[src/rtl/seqgen_pkg.sv]
// Shared types and constants for the 01[0*]1 pattern generator and its display.
package seqgen_pkg;

   typedef enum logic [2:0] {
      IDLE,
      START0,
      START1,
      ZEROS,
      STOP1
   } seqgen_state_t;

   localparam logic SIG_IDLE = 1'b1;

   // Segments are bit6=g .. bit0=a and active-high; the detector's display uses this same table.
   localparam logic [6:0] SEG7_DIGITS [10] = '{
      7'b0111111, 7'b0000110, 7'b1011011, 7'b1001111, 7'b1100110,
      7'b1101101, 7'b1111101, 7'b0000111, 7'b1111111, 7'b1101111
   };

   function automatic logic [6:0] seg7(input logic [3:0] digit);
      logic [6:0] seg;
      seg = '0;
      if (digit < 4'd10) begin
         seg = SEG7_DIGITS[digit];
      end
      return seg;
   endfunction

endpackage

[src/rtl/sequence_generator_bcd2_counter.sv]
// Two-digit BCD counter, 00..99 with wrap, synchronous active-low reset.
module bcd2_counter (
   input  logic       clk,
   input  logic       rst,
   input  logic       inc,
   output logic [3:0] ones,
   output logic [3:0] tens
);

   always_ff @(posedge clk) begin
      if (!rst) begin
         ones <= 4'd0;
         tens <= 4'd0;
      end else if (inc) begin
         if (ones == 4'd9) begin
            ones <= 4'd0;
            tens <= (tens == 4'd9) ? 4'd0 : tens + 4'd1;
         end else begin
            ones <= ones + 4'd1;
         end
      end
   end

endmodule

[src/rtl/sequence_generator.sv]
// Serial 0,1,N zeros,1 frame transmitter with a BCD count of completed frames on 7-segment outputs.
module sequence_generator
   import seqgen_pkg::*;
#(
   parameter int MAX_ZEROS = 15,
   parameter int ZW        = $clog2(MAX_ZEROS + 1)
) (
   input  logic          clk,
   input  logic          rst,
   input  logic          ena,
   input  logic          req_valid,
   input  logic [ZW-1:0] req_zeros,
   output logic          req_ready,
   output logic          sig_out,
   output logic          busy,
   output logic          frame_done,
   output logic [6:0]    disp0,
   output logic [6:0]    disp1
);

   localparam logic [ZW-1:0] MAX_Z = ZW'(MAX_ZEROS);

   seqgen_state_t  state_reg;
   logic [ZW-1:0]  zcnt_reg;
   logic [3:0]     digit [2];
   logic [6:0]     seg   [2];

   assign req_ready  = (state_reg == IDLE) && ena;
   assign busy       = (state_reg != IDLE);
   assign frame_done = (state_reg == STOP1) && ena;

   // Line level is a pure decode of the state, so it naturally holds while ena is low.
   always_comb begin
      sig_out = SIG_IDLE;
      if (state_reg == START0 || state_reg == ZEROS) begin
         sig_out = 1'b0;
      end
   end

   always_ff @(posedge clk) begin
      if (!rst) begin
         state_reg <= IDLE;
         zcnt_reg  <= '0;
      end else if (ena) begin
         case (state_reg)
            IDLE: begin
               if (req_valid) begin
                  state_reg <= START0;
                  zcnt_reg  <= (req_zeros > MAX_Z) ? MAX_Z : req_zeros;
               end
            end
            START0: state_reg <= START1;
            START1: state_reg <= (zcnt_reg == '0) ? STOP1 : ZEROS;
            ZEROS: begin
               zcnt_reg <= zcnt_reg - ZW'(1);
               if (zcnt_reg == ZW'(1)) begin
                  state_reg <= STOP1;
               end
            end
            STOP1:   state_reg <= IDLE;
            default: state_reg <= IDLE;
         endcase
      end
   end

   bcd2_counter u_count (
      .clk  (clk),
      .rst  (rst),
      .inc  (frame_done),
      .ones (digit[0]),
      .tens (digit[1])
   );

   for (genvar gi = 0; gi < 2; gi++) begin : g_dec
      assign seg[gi] = seg7(digit[gi]);
   end

   assign disp0 = seg[0];
   assign disp1 = seg[1];

endmodule

[config.mk]
export PLATFORM = sky130hd
export DESIGN_NAME = sequence_generator
export DESIGN_NICKNAME = d
export VERILOG_FILES = /design/src/rtl/seqgen_pkg.sv /design/src/rtl/sequence_generator_bcd2_counter.sv /design/src/rtl/sequence_generator.sv
export SDC_FILE = /design/constraint.sdc
export NUM_CORES = 1
export LEC_CHECK = 0
export CORE_ASPECT_RATIO = 1.75
export CORE_UTILIZATION = 40
export CTS_CLUSTER_SIZE = 14
export DETAILED_ROUTE_END_ITERATION = 7
export SLEW_MARGIN = 20
export SYNTH_ARGS = -nofsm -noshare
export SYNTH_HDL_FRONTEND = slang
export SYNTH_SLANG_ARGS = --single-unit
[constraint.sdc]
create_clock -name clk -period 3.8 [get_ports clk]
set_input_delay 0.57 -clock clk [delete_from_list [all_inputs] [get_ports clk]]
set_output_delay 0.57 -clock clk [all_outputs]
set_load 0.01 [all_outputs]
# == Word-level counts from Yosys, hierarchy flattened ==
# Memories as Yosys holds them, arrays and structs flattened.
# Cells that the tools add are included.
# word_totals
rom_bits,224
latchBits,0
n_memories,2
reg_bits,15
word_cells,51
ram_bits,0
out_inout_bits,18
input_bits,8
# classes
multipliers,0
addsub,3
div,0
n_shift,0
reduce_logical,10
mux,16
eq_ne,9
magnitude_cmp,5
bitwise_logic,2
# memory_table
memory,words,width,rd,rd_clocked_by_memory_dff,wr,line,source
(no name shown),16,7,1,0,0,seqgen_pkg.sv:24,seg = SEG7_DIGITS[digit];
(no name shown),16,7,1,0,0,seqgen_pkg.sv:24,
# op_table
cell,n
$mux W7,6
$mux W4,4
$pmux W3 S4,1
$ge A5 B5 Y1 const B,2
$not A4 Y5,2
$mux W3,3
$add A4 B1 Y4 const B,2
$eq A4 B4 Y1 const B,2
$lt A4 B4 Y1 const B,2
$pmux W4 S2,1
$eq A3 B2 Y1 const B,2
$reduce_and A3 Y1,2
$eq A4 B1 Y1 const B,1
$gt A4 B4 Y1 const B,1
$logic_not A4 Y1,1
$sub A4 B1 Y4 const B,1
$eq A3 B1 Y1 const B,1
$eq A3 B3 Y1 const B,1
$logic_not A3 Y1,1
$reduce_bool A3 Y1,1
$logic_and A1 B1 Y1,2
$ne A2 B1 Y1 const B,1
$ne A2 B2 Y1 const B,1
$reduce_and A2 Y1,1
3 further kinds,3

# == Logic depth before layout (Yosys ltp) ==
# logic_depth
ltp_word,5
mapped_depth,6
depth_no_buf,5

# == By module ==
# Synthesis repeated with hierarchy kept, for this count alone.
# hier_totals
cells_unflattened,156
hier_area_um2,1258.7
# modules_own_cells
module,n_inst,area_each_um2,cells_per_inst,seq_area_each_um2
sequence_generator,1,845.8,112,140.1
bcd2_counter,1,412.9,44,160.2

# == Least setup slack after synthesis ==
# OpenSTA, ideal clock, no wires.
# synth_path
path_type,flip-flop to output port
from,reg u_count.tens[1]
to,out disp1[0]
path_buffers,0
arrival_ns,1.190
stages_incl_launch_ff,5
path_slack_ns,2.040
required_time_ns,3.230
cell_sequence,dfxtp_1 inv_1 ha_1 o21a_1 o22ai_1
# synth_via
elab_chain_len,5
elab_cells_between_ends,6
cone_classes,order compare (1); mux (3); bitwise (1); memory (1)
# synth_rtl
item,line,source
from (decl),sequence_generator_bcd2_counter.sv:7,output logic [3:0] tens
from (signal assigned),sequence_generator_bcd2_counter.sv:17,tens <= (tens == 4'd9) ? 4'd0 : tens + 4'd1;
$not A4 Y5 (not written as such),seqgen_pkg.sv:24,
$mem_v2 Z16 W7,n/a,
$mux W7 (not written as such) (2 in series),seqgen_pkg.sv:24,
$mux W7 (*),seqgen_pkg.sv:23,if (digit < 4'd10) begin
to (decl),sequence_generator.sv:18,output logic [6:0] disp1
# Every way passes the cells marked *; elsewhere a longest branch is shown, timed or not. The select of a mux whose other input is x is not followed.

# == Worst setup path after layout ==
# layout_path
from,in ena
to,out frame_done
# layout_via
elab_chain_len,1
# layout_rtl
item,line,source
from (decl),sequence_generator.sv:10,"input logic ena,"
$logic_and A1 B1 Y1,sequence_generator.sv:30,assign frame_done = (state_reg == STOP1) && ena;
to (decl),sequence_generator.sv:16,"output logic frame_done,"
# No other way between the ends.

==> metrics <==
syn_area_per_cell around 8.0 sq um; area share of the largest cell type after synthesis 0.2245; fin nets approximately 210; area occupied by multi-input gates slightly above 900 sq um; Top-Level Pins 26; Slew @ Worst Pin 0.4449 ns; Async SR Flop Fraction 0; setup TNS 0 ns; first-pass GRT wire length 5250 um; CTS tree done; CTS HTree Levels 1; power share of the combinational group 0.158; post-cts sizing count 0; clk root buf clkbuf_8; DRC Markers 0; setup repair after global routing missed its margin no; WL met2 1778 um; DR iter-0 viols 54; share of total power in the clock network 0.359; vias in the first global route between 1k and 1.5k; clock sinks 15; Hold Crit Class reg -> reg; DR top layer met4; Layout area overhead 22.54%; Leak between 0.0006 and 0.0007 uW; VDD IR max 201.3 uV; FP Rows 27; Placed Instance Area 1594 sq um; Via Count ~1.3k; synthesized instance count around 170; Critical Path AT between 2 and 2.5 ns; synthesized area between 1000 and 1500 sq um; WL met1 1187 um; Final Hold Violating Endpoints 0; Synthesized Nets about 190; initial antenna violation count 0; Critical Path End Type output pin; Yosys reg bits 15; Synth area leaders dfxtp_1 22%, ha_1 16%, o22ai_1 6.1%; Fill cells between 300 and 400; Finish-stage setup viols 0; hpwl dp ~2400 um; Period minus WS final about 2.8 ns; Clock Skew ~0.0036 ns; clock-pin slew on the worst setup and hold paths around 0.060 ns; Starting Density 0.4212; Total GRT Usage 0.1909; slew margin rel. 0.7030; Post-synth EDFFs 0; P_int ~270 uW; Final ANT Viol Nets 0; port buffer count 25; Yosys warning count 0; Routed WL 3106 um; fmax approximately 360 MHz; critical path peak fanout 11; Flop pwr share 0.483; vias per cell about 5.7; Max Slew Vio Count 0; most common cell after layout, fill and taps aside clkdlybuf4s50_1; ant diodes 0; P per Cell Area 212.7 nW/um^2; TritonCTS Buffers 3; cts hold-fix bufs 0; Max-cap violations 0; CTS Buffer Depth 2; Yosys top cell by area dfxtp_1; sequential area share after synthesis 0.2245; synth unique cells 45; commonest non-fill, non-tap cells in the layout 25 x clkdlybuf4s50_1, 17 x ha_1, 16 x inv_1; die height ~78 um; Startpoint Class input pin; Horiz. Die Dim about 46 um; worst hold path stage count 2; core area between 3000 and 4000 sq um; Worst EP required 3.23 ns; final instance area between 1500 and 2000 sq um; NetSw 83.42 uW; die area 3588 sq um; critical path class in -> out; Hold WS between 0.4 and 0.5 ns; Wirelength per Cell 13.45 um; share of layout cells above drive strength 1 0.04255; postcts setup bufs 0; Power, Total 348.5 uW; commonest register cell after synthesis dfxtp_1; GPL Wtd Cong around 0.78; Skew-Pair Late Insertion Delay between 0.2 and 0.25 ns; status complete, no violations; Reg2Reg Depth 5; Sw Ratio 0.2393; total grt overflow 0; FF+latch area 300.3 sq um; Final period util 0.7332; largest net degree at the start of global routing 16; DR WL met3 70 um; drt first pass iters 4
[layer usage]
| layer | track usage | vias to the layer above |
|---|---|---|
| met2 | 0.3786 | 34 |
| met4 | 0.07353 | 0 |
| met3 | 0.01609 | 8 |
| met5 | 0 | - |
| met1 | 0.1839 | 617 |
| li1 | - | 647 |
[synthesized netlist by cell type (3+ instances only)]
cell type	instances
dfxtp_1	15
nor2_1	5
mux2i_1	4
nand3_1	4
o21ai_0	9
nand2_1	8
o211ai_1	3
nand2b_1	6
or3_1	3
clkbuf_1	6
o22ai_1	13
nor2b_1	4
a31oi_1	3
inv_1	16
a21oi_1	10
ha_1	17
o21a_1	3
[power by group through the flow]
stage	sequential (uW)	clock [uW]	combinational, uW
after global routing	169	135	60.2
final	168	125	55.1
after floorplan	168	0	37.8
after detailed placement	172	0	55.2
after CTS	168	130	55.4
after global placement	171	0	54.4
[worst paths after layout]
check,startpoint,end,slack (ns)
worst min register to register,zcnt_reg[1]$_SDFFE_PN0P_,zcnt_reg[1]$_SDFFE_PN0P_,0.49
worst max register to register,u_count.ones[1]$_SDFFE_PN0P_,u_count.tens[3]$_SDFFE_PN0P_,1.91
worst min-delay path,zcnt_reg[1]$_SDFFE_PN0P_,zcnt_reg[1]$_SDFFE_PN0P_,0.49
worst max-delay path,ena,frame_done,1.01
[metrics by stage]
| step | worst slack (ns) | utilization | std cells |
|---|---|---|---|
| 6_report | 1.014 | 0.5162 | 231 |
| 5_1_grt | 0.9577 | 0.5162 | 231 |
| 4_1_cts | 1.012 | 0.5162 | 231 |
| 3_5_place_dp | 1.013 | 0.5020 | 227 |
| 3_3_place_gp | 1.038 | 0.5020 | 227 |
| 2_1_floorplan | 2.040 | - | 168 |
[critical path, stage by stage]
cell and delay [ns]:
clkdlybuf4s50_1 0.59, nand4bb_1 0.12, buf_4 0.18, inv_1 0.18, clkdlybuf4s50_1 0.58
[kinds of logic after synthesis]
logic type	count (synthesis)	synth area share
compound gates	57	0.2797
simple gates	46	0.2049
buf+inv	27	0.08886
fa+ha+maj	17	0.1590
flops	15	0.2245
mux	4	0.02994
xor+xnor	2	0.01310
[final cells by class]
| cell class | instances | share of cell area |
|---|---|---|
| Multi-Input combinational cell | 126 | 0.5603 |
| Sequential cell | 15 | 0.1832 |
| Timing Repair Buffer | 26 | 0.1573 |
| Inverter | 17 | 0.03893 |
| Tap cell | 43 | 0.03282 |
| Clock buffer | 4 | 0.02748 |
Note: power is estimated with default switching activity, not from simulation.
